### src/rtl/alu_sequencer_if.sv
// Bus bundle between the instruction source, the ALU sequencer and the register/ALU datapath.
// master = sequencer side (consumes EXEC/INSTR, drives controls); slave = the other side.
interface alu_sequencer_if #(
    parameter int N    = 10,
    parameter int NREG = 8
);
    // Request handshake: EXEC acts as a valid that is only accepted while the
    // sequencer is idle (T0); BUSY low is the matching ready, and IRin marks the
    // acceptance cycle. EXEC seen while busy is dropped, never queued.
    logic            EXEC;
    logic [N-1:0]    INSTR;
    logic            IRin;
    logic [NREG-1:0] Rin;
    logic [NREG-1:0] Rout;
    logic            EXTERN;
    logic            Ain;
    logic            Gin;
    logic            Gout;
    logic [3:0]      FN;
    logic            BUSY;
    logic            DONE;
    logic            ILLEGAL;

    modport master (
        input  EXEC, INSTR,
        output IRin, Rin, Rout, EXTERN, Ain, Gin, Gout, FN, BUSY, DONE, ILLEGAL
    );

    modport slave (
        output EXEC, INSTR,
        input  IRin, Rin, Rout, EXTERN, Ain, Gin, Gout, FN, BUSY, DONE, ILLEGAL
    );
endinterface

### src/rtl/alu_sequencer.sv
// T0..T3 control sequencer for the multi-stage ALU: captures {FN, Rx, Ry} on EXEC and
// steps the bus/ALU controls. Optional macro ILLEGAL_TRAP_EN flags reserved opcodes on ILLEGAL.
module alu_sequencer #(
    parameter int N    = 10,
    parameter int NREG = 8
) (
    input  logic          CLKb,
    input  logic          RSTb,
    alu_sequencer_if.master bus,
    output logic [1:0]    dbg_state
);
    localparam int R = $clog2(NREG);

    typedef enum logic [1:0] {
        T0 = 2'd0,
        T1 = 2'd1,
        T2 = 2'd2,
        T3 = 2'd3
    } state_t;

    localparam logic [3:0] OP_LOAD = 4'b0000;
    localparam logic [3:0] OP_MOV  = 4'b0001;
    localparam logic [3:0] OP_ADD  = 4'b0010;
    localparam logic [3:0] OP_SUB  = 4'b0011;
    localparam logic [3:0] OP_INV  = 4'b0100;
    localparam logic [3:0] OP_FLP  = 4'b0101;
    localparam logic [3:0] OP_AND  = 4'b0110;
    localparam logic [3:0] OP_OR   = 4'b0111;
    localparam logic [3:0] OP_XOR  = 4'b1000;
    localparam logic [3:0] OP_LSL  = 4'b1001;
    localparam logic [3:0] OP_LSR  = 4'b1010;
    localparam logic [3:0] OP_ASR  = 4'b1011;

    typedef struct packed {
        logic [NREG-1:0] rin;
        logic [NREG-1:0] rout;
        logic            ext;
        logic            ain;
        logic            gin;
        logic            gout;
        logic [3:0]      fn;
        logic            done;
        logic            ill;
    } ctrl_t;

    state_t          state;
    logic [3:0]      ir_op;
    logic [R-1:0]    ir_rx;
    logic [R-1:0]    ir_ry;
    ctrl_t           ctrl;

    // Register indices that do not exist (non power-of-2 NREG) select nothing.
    function automatic logic [NREG-1:0] onehot(input logic [R-1:0] idx);
        logic [NREG-1:0] oh;
        oh = '0;
        for (int i = 0; i < NREG; i++) begin
            oh[i] = (int'(idx) == i);
        end
        return oh;
    endfunction

    function automatic state_t advance(input state_t st);
        state_t nx;
        case (st)
            T1:      nx = T2;
            T2:      nx = T3;
            default: nx = T0;
        endcase
        return nx;
    endfunction

    function automatic logic is_binary(input logic [3:0] op);
        return (op == OP_ADD) || (op == OP_SUB) || (op == OP_AND) ||
               (op == OP_OR)  || (op == OP_XOR);
    endfunction

    function automatic logic is_unary(input logic [3:0] op);
        return (op == OP_INV) || (op == OP_FLP) || (op == OP_LSL) ||
               (op == OP_LSR) || (op == OP_ASR);
    endfunction

    // Control word to present while in step st for the given instruction.
    function automatic ctrl_t decode(input state_t st, input logic [3:0] op,
                                     input logic [R-1:0] rx, input logic [R-1:0] ry);
        ctrl_t c;
        c = '0;
        if (op == OP_LOAD) begin
            if (st == T1) begin
                c.ext  = 1'b1;
                c.rin  = onehot(rx);
                c.done = 1'b1;
            end
        end else if (op == OP_MOV) begin
            if (st == T1) begin
                c.rout = onehot(ry);
                c.rin  = onehot(rx);
                c.done = 1'b1;
            end
        end else if (is_binary(op)) begin
            case (st)
                T1: begin
                    c.rout = onehot(rx);
                    c.ain  = 1'b1;
                end
                T2: begin
                    c.rout = onehot(ry);
                    c.gin  = 1'b1;
                    c.fn   = op;
                end
                T3: begin
                    c.gout = 1'b1;
                    c.rin  = onehot(rx);
                    c.done = 1'b1;
                end
                default: c = '0;
            endcase
        end else if (is_unary(op)) begin
            case (st)
                T1: begin
                    c.rout = onehot(ry);
                    c.gin  = 1'b1;
                    c.fn   = op;
                end
                T2: begin
                    c.gout = 1'b1;
                    c.rin  = onehot(rx);
                    c.done = 1'b1;
                end
                default: c = '0;
            endcase
        end else begin
            // Reserved opcodes finish in one step without touching the datapath.
            if (st == T1) begin
                c.done = 1'b1;
`ifdef ILLEGAL_TRAP_EN
                c.ill  = 1'b1;
`else
                c.ill  = 1'b0;
`endif
            end
        end
        return c;
    endfunction

    always_ff @(posedge CLKb) begin
        if (!RSTb) begin
            state <= T0;
            ir_op <= '0;
            ir_rx <= '0;
            ir_ry <= '0;
            ctrl  <= '0;
        end else if (state == T0) begin
            if (bus.EXEC) begin
                ir_op <= bus.INSTR[N-1 -: 4];
                ir_rx <= bus.INSTR[N-5 -: R];
                ir_ry <= bus.INSTR[N-5-R -: R];
                state <= T1;
                ctrl  <= decode(T1, bus.INSTR[N-1 -: 4], bus.INSTR[N-5 -: R],
                                bus.INSTR[N-5-R -: R]);
            end else begin
                ctrl <= '0;
            end
        end else if (ctrl.done) begin
            state <= T0;
            ctrl  <= '0;
        end else begin
            state <= advance(state);
            ctrl  <= decode(advance(state), ir_op, ir_rx, ir_ry);
        end
    end

    // IRin is the only output allowed to follow EXEC combinationally.
    assign bus.IRin    = bus.EXEC & (state == T0);
    assign bus.Rin     = ctrl.rin;
    assign bus.Rout    = ctrl.rout;
    assign bus.EXTERN  = ctrl.ext;
    assign bus.Ain     = ctrl.ain;
    assign bus.Gin     = ctrl.gin;
    assign bus.Gout    = ctrl.gout;
    assign bus.FN      = ctrl.fn;
    assign bus.DONE    = ctrl.done;
    assign bus.ILLEGAL = ctrl.ill;
    assign bus.BUSY    = (state != T0);
    assign dbg_state   = state;
endmodule

### src/flat_wrapper.sv
// flat-port wrapper written by rule: the top's interface ports become plain ports
module alu_sequencer_flat 
#(
    parameter int N    = 10,
    parameter int NREG = 8
)
  (CLKb, RSTb, dbg_state, bus_EXEC, bus_INSTR, bus_IRin, bus_Rin, bus_Rout, bus_EXTERN, bus_Ain, bus_Gin, bus_Gout, bus_FN, bus_BUSY, bus_DONE, bus_ILLEGAL);
  alu_sequencer_if #(.N(N), .NREG(NREG)) bus_i ();
  input  logic CLKb;
  input  logic RSTb;
  output logic [1:0] dbg_state;
  input wire logic [$bits(bus_i.EXEC)-1:0] bus_EXEC;
  input wire logic [$bits(bus_i.INSTR)-1:0] bus_INSTR;
  output wire logic [$bits(bus_i.IRin)-1:0] bus_IRin;
  output wire logic [$bits(bus_i.Rin)-1:0] bus_Rin;
  output wire logic [$bits(bus_i.Rout)-1:0] bus_Rout;
  output wire logic [$bits(bus_i.EXTERN)-1:0] bus_EXTERN;
  output wire logic [$bits(bus_i.Ain)-1:0] bus_Ain;
  output wire logic [$bits(bus_i.Gin)-1:0] bus_Gin;
  output wire logic [$bits(bus_i.Gout)-1:0] bus_Gout;
  output wire logic [$bits(bus_i.FN)-1:0] bus_FN;
  output wire logic [$bits(bus_i.BUSY)-1:0] bus_BUSY;
  output wire logic [$bits(bus_i.DONE)-1:0] bus_DONE;
  output wire logic [$bits(bus_i.ILLEGAL)-1:0] bus_ILLEGAL;
  assign bus_i.EXEC = bus_EXEC;
  assign bus_i.INSTR = bus_INSTR;
  assign bus_IRin = bus_i.IRin;
  assign bus_Rin = bus_i.Rin;
  assign bus_Rout = bus_i.Rout;
  assign bus_EXTERN = bus_i.EXTERN;
  assign bus_Ain = bus_i.Ain;
  assign bus_Gin = bus_i.Gin;
  assign bus_Gout = bus_i.Gout;
  assign bus_FN = bus_i.FN;
  assign bus_BUSY = bus_i.BUSY;
  assign bus_DONE = bus_i.DONE;
  assign bus_ILLEGAL = bus_i.ILLEGAL;
  alu_sequencer #(.N(N), .NREG(NREG)) u_core (.CLKb(CLKb), .RSTb(RSTb), .bus(bus_i), .dbg_state(dbg_state));
endmodule
### config.mk
export PLATFORM = sky130hd
export DESIGN_NAME = alu_sequencer_flat
export DESIGN_NICKNAME = d
export VERILOG_FILES = /design/src/rtl/alu_sequencer_if.sv /design/src/rtl/alu_sequencer.sv /design/src/flat_wrapper.sv
export SDC_FILE = /design/constraint.sdc
export NUM_CORES = 1
export LEC_CHECK = 0
export BUFFER_PORTS_ARGS = -buffer_cell sky130_fd_sc_hd__buf_4
export CELL_PAD_IN_SITES_DETAIL_PLACEMENT = 0
export CELL_PAD_IN_SITES_GLOBAL_PLACEMENT = 1
export CORE_ASPECT_RATIO = 2
export CORE_MARGIN = 2
export CORE_UTILIZATION = 25
export CTS_CLUSTER_DIAMETER = 30
export DETAILED_ROUTE_END_ITERATION = 10
export PLACE_DENSITY_LB_ADDON = 0.1
export SETUP_SLACK_MARGIN = 0.4
export SYNTH_ARGS = -nofsm -noshare
export SYNTH_HDL_FRONTEND = slang
export SYNTH_SLANG_ARGS = --single-unit
export TNS_END_PERCENT = 10
### constraint.sdc
create_clock -name CLKb -period 3.3 [get_ports CLKb]
set_input_delay 0.33 -clock CLKb [delete_from_list [all_inputs] [get_ports CLKb]]
set_output_delay 0.33 -clock CLKb [all_outputs]
set_load 0.02 [all_outputs]
==> impl_metrics.env, run 1 <==
export IMPL_status="finished, final reports clean"
export IMPL_mappedNetlistNets=285
export IMPL_critical_setup_path_kind="reg -> reg"
export IMPL_power_density_mw_per_mm2=498
export IMPL_start_util=0.259
export IMPL_clkSlewWorstSetupHoldPaths_ps=60
export IMPL_layout_commonest_cell="buf_4"
export IMPL_grt_antenna_before_repair=0
export IMPL_fillerInstances=894
export IMPL_cts_buffers_inserted=5
export IMPL_layout_worst_path_cycle_share=0.737
export IMPL_worst_ep_required_time_ps=3470
export IMPL_setup_viol=0
export IMPL_route_vias_total=2059
export IMPL_grt_pass1_wl_mm=11.5
export IMPL_worst_r2r_src="u_core.dbg_state[0]"
export IMPL_area_delta_synth_final_pct=22.0
export IMPL_total_negative_setup_slacks_ps=0
export IMPL_synth_edf_count=0
export IMPL_dp_hpwl_mm=5.58
export IMPL_clock_tree_from_tritoncts="done"
export IMPL_rows=47
export IMPL_design_core_area_sq_mm=0.00829
export IMPL_worst_slew_margin=0.562
export IMPL_insertion_delay_ps=290
export IMPL_clock_tree_buffer_depth=2
export IMPL_timing_final_hold_violations=0
export IMPL_worstPathArrival_ps=2610
export IMPL_cts_num_sinks=37
export IMPL_unrepaired_setup_endpoints_after_global_routing="false"
export IMPL_post_synth_num_cell_types=55
export IMPL_hold_path_startpoint="bus_EXEC"
export IMPL_share_of_layout_cells_above_drive_strength_1=0.196
export IMPL_wl_per_cell_microns=18.6
export IMPL_overflow=0
export IMPL_slew_violations=0
export IMPL_ctsHtreeMaxLevel=2
export IMPL_numPortBuffers=41
export IMPL_ctsResizeCount=0
export IMPL_post_cts_buffers=0
export IMPL_post_detailed_route_via_to_cell_ratio=5.23
export IMPL_drt_total_wl_mm=7.31
export IMPL_syn_area_per_cell_sq_um=8.05
export IMPL_largest_net_degree_at_the_start_of_global_routing=30
export IMPL_syn_instance_count=267
export IMPL_finalWeightedCongestion=0.810
export IMPL_async_flop_share=0
export IMPL_detail_route_drc_violations=0
export IMPL_number_of_global_route_vias_before_repair=2081
export IMPL_tightest_slew_ps=653
export IMPL_synth_ff_latch_count=37
export IMPL_timing_fmax_mhz=411
export IMPL_die_height_microns=135
export IMPL_post_route_min_period_ps=2430
export IMPL_hold_path_class="in -> reg"
export IMPL_p_leak_nw=1.02
export IMPL_fin_nets=313
export IMPL_detail_route_iter0_violations=172
export IMPL_worst_setup_path_end_kind="flip-flop"
export IMPL_most_common_layout_cells="buf_4 (41), nand2_1 (39), dfxtp_1 (37)"
export IMPL_global_route_usage_total=0.161
export IMPL_die_width_microns=69.6
export IMPL_finish_utilization=0.316
export IMPL_drv_cap=0
export IMPL_seqCellArea_sq_um=741
export IMPL_ios=43
export IMPL_kind_of_start_point_of_the_critical_path="flip-flop"
export IMPL_ir_drop_v=0.000233
export IMPL_multi_input_comb_area_sq_mm=0.00128
export IMPL_fp_dieArea_sq_mm=0.00940
export IMPL_synthesis_area_sq_mm=0.00215
export IMPL_ctsHoldBuffers=0
export IMPL_worst_clock_skew_ps=6.51
export IMPL_clockRootBuffer="clkbuf_16"
export IMPL_antenna_violating_nets_post_route=0
export IMPL_yosys_most_used_dff="dfxtp_1"
export IMPL_ys_warn_count=0
export IMPL_antenna_diode_count=0
export IMPL_detail_route_first_pass_iterations=6
export IMPL_critical_path_start="u_core.dbg_state[0]"
export IMPL_synth_yosys_seq_area_share=0.345
export IMPL_critical_path_peak_fanout=15
## area by class of cell
type / count / share of cell area
clock inverter: 2 / 0.00573
timing repair buffer: 41 / 0.117
clock buffer: 6 / 0.0492
inverter: 7 / 0.0100
multi-input combinational: 203 / 0.488
tap: 98 / 0.0468
sequential: 37 / 0.283
## critical path: stages, from the launching register on
cell,delay (ps)
dfxtp_1,410
inv_1,110
ha_1,260
nand2_1,390
inv_1,340
nand3_1,380
nor3_1,110
a311oi_1,250
nor2_1,70
## path summary, 6_finish.rpt
check	endpoint	slack [ps]	cells past startpoint
max	u_core.bus.Rin[4]	870	8
min	u_core.dbg_state[0]	320	2
max reg2reg	u_core.bus.Rin[4]	870	8
min reg2reg	u_core.ir_ry[1]	510	2
## cells by family (layout without fill, tap and decap cells)
kind of cell	count (synthesis)	after routing	synth area share
buf+inv	27	56	0.0600
simple gates	121	121	0.291
compound gates	75	75	0.268
flops	37	37	0.345
fa+ha+maj	5	5	0.0291
mux	1	1	0.00466
other cells	1	1	0.00175
## per-layer routing
metal,vias to the layer above,share of wire,track usage
li1,1026,-,-
met1,968,0.36,0.155
met2,50,0.58,0.323
met3,15,0.034,0.0246
met4,0,0.033,0.0741
met5,-,0,0
## metrics by stage
| stage | instance area [sq um] | power (mW) | cells | hold WS [ps] | setup slack (ps) |
|---|---|---|---|---|---|
| finish | 2620 | 1.31 | 394 | 316 | 868 |
| global placement | 2480 | 0.837 | 386 | 493 | 956 |
| floorplan | 2150 | 0.725 | 267 | 473 | 1400 |
| global route | 2620 | 1.38 | 394 | 315 | 623 |
| detailed placement | 2480 | 0.835 | 386 | 503 | 879 |
| CTS | 2620 | 1.32 | 394 | 314 | 872 |
## state kept, by name (all words and copies together), names as in the netlist
name               flops
u_core.bus.Rin         8
u_core.bus.FN          4
u_core.bus.Gout        1
u_core.bus.Ain         1
u_core.ir_op           4
u_core.ir_ry           3
u_core.bus.EXTERN      1
u_core.bus.Rout        8
u_core.dbg_state       2
u_core.bus.DONE        1
u_core.ir_rx           3
u_core.bus.Gin         1
## synthesized netlist by cell type, drive strengths merged (3+ instances only)
master | instances | area share
a21boi | 11 | 0.038
a21oi | 5 | 0.012
a22o | 3 | 0.012
and3 | 3 | 0.0087
buf | 8 | 0.026
clkbuf | 12 | 0.022
dfxtp | 37 | 0.34
ha | 5 | 0.029
inv | 7 | 0.012
nand2 | 39 | 0.068
nand2b | 7 | 0.020
nand3 | 9 | 0.021
nand3b | 6 | 0.021
nor2 | 23 | 0.040
nor2b | 6 | 0.017
nor3 | 11 | 0.030
nor4b | 4 | 0.016
o21ai | 16 | 0.037
o221ai | 9 | 0.040
o22ai | 5 | 0.017
o311a | 4 | 0.019
o32a | 3 | 0.014
or3 | 3 | 0.011
## report_power, final
part           internal [mW]  total (mW)  switching (mW)
combinational          0.113       0.311           0.198
clock                  0.280       0.484           0.203
sequential             0.474       0.511          0.0376
Power figures use the tool's default switching activity.
==> run 2: changes to the inputs <==
--- a/config.mk
+++ b/config.mk
@@ -5,6 +5,7 @@
 export SDC_FILE = /design/constraint.sdc
 export NUM_CORES = 1
 export LEC_CHECK = 0
+export ABC_AREA = 1
 export BUFFER_PORTS_ARGS = -buffer_cell sky130_fd_sc_hd__buf_4
 export CELL_PAD_IN_SITES_DETAIL_PLACEMENT = 0
 export CELL_PAD_IN_SITES_GLOBAL_PLACEMENT = 1
==> constraint.sdc (replaced) <==
create_clock -name CLKb -period 2.3 [get_ports CLKb]
set_input_delay 0.23 -clock CLKb [delete_from_list [all_inputs] [get_ports CLKb]]
set_output_delay 0.23 -clock CLKb [all_outputs]
set_load 0.02 [all_outputs]
==> run 2 against run 1 <==
Largest power group is now clock. Critical endpoint is now bus_IRin. Register-to-register slack worse by 280 ps. Combinational power up 120%. Worst setup slack worse by 280 ps. Highest routed layer unchanged.
==> impl_metrics.env, run 2 <==
export IMPL_synth_top_family_by_area="simple AND/OR/NAND/NOR gates"
export IMPL_drt_total_wl_mm=8.45
export IMPL_dp_hpwl_mm=6.67
export IMPL_unrepaired_setup_endpoints_after_global_routing="false"
export IMPL_syn_instance_count=367
export IMPL_fin_nets=429
export IMPL_detail_route_drc_violations=0
export IMPL_ir_drop_v=0.000318
export IMPL_dominant_cells_by_area_after_synthesis="dfxtp_1 (32%), nand2_1 (20%), nand3_1 (5.2%), o21ai_0 (5.2%), nor2_1 (4.9%)"
export IMPL_timing_fmax_mhz=584
export IMPL_ctsHoldBuffers=0
export IMPL_layout_commonest_cell="nand2_1"
export IMPL_clock_tree_from_tritoncts="done"
export IMPL_status="finished, final reports clean"
export IMPL_final_cell_count_no_fill=514
export IMPL_swShare=0.346
export IMPL_area_delta_synth_final_pct=28.5
export IMPL_critical_path_slowest_cell="dfxtp_1"
export IMPL_worst_clock_skew_ps=6.19
export IMPL_power_density_mw_per_mm2=791
export IMPL_clockRootBuffer="clkbuf_16"
export IMPL_clock_tree_buffer_depth=2
export IMPL_slew_violations=0
export IMPL_tightest_slew_ps=584
export IMPL_global_route_usage_total=0.172
export IMPL_fp_dieArea_sq_mm=0.0100
export IMPL_most_common_cell_in_the_synthesized_netlist="nand2_1"
export IMPL_ios=43
export IMPL_worst_setup_path_end_kind="output port"
export IMPL_critical_path_peak_fanout=7
export IMPL_overflow=0
export IMPL_route_vias_total=2466
export IMPL_async_flop_share=0
export IMPL_synth_ff_latch_count=37
export IMPL_critical_path_max_stage_delay_ps=340
export IMPL_finish_utilization=0.331
export IMPL_worstPathCellList="inv_1 -> ha_4 -> nand2_2 -> inv_2 -> buf_4"
export IMPL_antenna_violating_nets_post_route=0
export IMPL_grt_pass1_wl_mm=12.9
export IMPL_die_width_microns=71.9
export IMPL_yosys_mux_area_fraction=0
export IMPL_post_synth_xor_area_fraction=0
export IMPL_setup_viol=0
export IMPL_post_cts_buffers=0
export IMPL_seq_power_share=0.314
export IMPL_layout_worst_path_cycle_share=0.744
export IMPL_ctsResizeCount=3
export IMPL_most_common_layout_cells="nand2_1 (121), buf_4 (45), dfxtp_1 (37)"
export IMPL_wl_per_cell_microns=16.4
export IMPL_detail_route_first_pass_iterations=4
export IMPL_total_negative_setup_slacks_ps=0
export IMPL_total_switching_power_uw=811
export IMPL_pwr_share_comb=0.291
export IMPL_critical_path_cell_count=5
export IMPL_largest_net_degree_at_the_start_of_global_routing=17
export IMPL_critical_path_buf_inv_count=3
export IMPL_post_route_min_period_ps=1710
export IMPL_share_of_layout_cells_above_drive_strength_1=0.231
export IMPL_rows=49
export IMPL_critical_path_top_delay_family="buffers and inverters"
export IMPL_yosys_most_used_dff="dfxtp_1"
export IMPL_cts_buffers_inserted=5
export IMPL_yosys_top_cells_count="nand2_1 (123), dfxtp_1 (37), nor2_1 (30)"
export IMPL_worst_ep_required_time_ps=2070
export IMPL_cell_internal_pwr_mw=1.53
export IMPL_start_util=0.257
export IMPL_ctsHtreeMaxLevel=2
export IMPL_p_leak_nw=1.30
export IMPL_synth_simple_area_share=0.398
export IMPL_timing_final_hold_violations=0
export IMPL_synth_adder_area_share=0.0272
export IMPL_clkSlewWorstSetupHoldPaths_ps=60
export IMPL_antenna_diode_count=0
export IMPL_finalWeightedCongestion=0.810
export IMPL_synth_edf_count=0
export IMPL_grt_antenna_before_repair=0
export IMPL_insertion_delay_ps=290
export IMPL_synth_compound_area_share=0.169
export IMPL_worst_slew_margin=0.608
export IMPL_design_core_area_sq_mm=0.00895
export IMPL_synth_yosys_seq_area_share=0.322
export IMPL_kind_of_start_point_of_the_critical_path="flip-flop"
export IMPL_ys_warn_count=0
export IMPL_post_place_cells=506
export IMPL_drv_cap=0
export IMPL_holdPathStages=3
export IMPL_detail_route_iter0_violations=73
export IMPL_syn_area_per_cell_sq_um=6.28
export IMPL_mappedNetlistNets=385
export IMPL_synth_top_area_frac=0.322
export IMPL_die_height_microns=140
export IMPL_synthesis_area_sq_mm=0.00230
export IMPL_number_of_global_route_vias_before_repair=2416
export IMPL_hold_path_class="in -> reg"
export IMPL_numPortBuffers=41
export IMPL_clkPwrFrac=0.395
export IMPL_synth_top_cell_by_area="dfxtp_1"
export IMPL_worstPathArrival_ps=1480
export IMPL_post_detailed_route_via_to_cell_ratio=4.80
export IMPL_cts_num_sinks=37
export IMPL_post_synth_num_cell_types=31
export IMPL_critical_setup_path_kind="reg -> out"
export IMPL_r2r_worst_path_cells=9
==> run 2: logic make-up after synthesis <==
family,count (synthesis)
DFF,37
other,1
buffers and inverters,47
AOI/OAI and AO/OA,65
adders and majority gates,5
and+or+nand+nor,212
==> run 2: power by group through the flow <==
stage / sequential, mW / clock [mW] / combinational [mW]
detailed placement: 0.750 / 0 / 0.657
global placement: 0.749 / 0 / 0.659
floorplan: 0.770 / 0 / 0.411
finish: 0.736 / 0.925 / 0.680
CTS: 0.736 / 0.950 / 0.664
global route: 0.743 / 0.972 / 0.753
==> run 2: routing by layer <==
layer  up-vias  part of all wire  GRT usage
met5         -                 0          0
met4         0             0.034     0.0745
met3        18             0.024     0.0217
met1      1114              0.37      0.176
met2        50              0.57      0.334
li1       1284                 -          -
==> run 2: final cells by class <==
cell class                      instances  area (sq um)
Clock buffer                            5           125
Clock inverter                          3          68.8
Fill cell                            1014          5990
Inverter                               39           146
Multi-Input combinational cell        283          1410
Sequential cell                        37           741
Tap cell                              102           128
Timing Repair Buffer                   45           338
==> run 2: tightest hold or removal path, delay by kind of cell <==
kind	cells	cell delay, ps
AOI/OAI and AO/OA	1	50
buffers and inverters	1	120
and+or+nand+nor	1	60
==> run 2: path summary, 6_finish.rpt <==
kind / start / slack, ps / end
max: u_core.dbg_state[0] / 590 / bus_IRin
min: bus_INSTR[6] / 220 / u_core.ir_op[0]
max reg2reg: u_core.dbg_state[0] / 590 / u_core.bus.Rout[5]
min reg2reg: u_core.ir_op[3] / 500 / u_core.bus.FN[3]
==> run 2: through the flow <==
step	power, mW	hold slack (ps)	setup WS, ps	cell area [sq um]
after CTS	2.35	218	401	2930
after detailed placement	1.41	492	237	2720
after global placement	1.41	501	371	2720
after floorplan	1.18	375	589	2300
after global routing	2.47	238	409	2960
final	2.34	222	588	2960
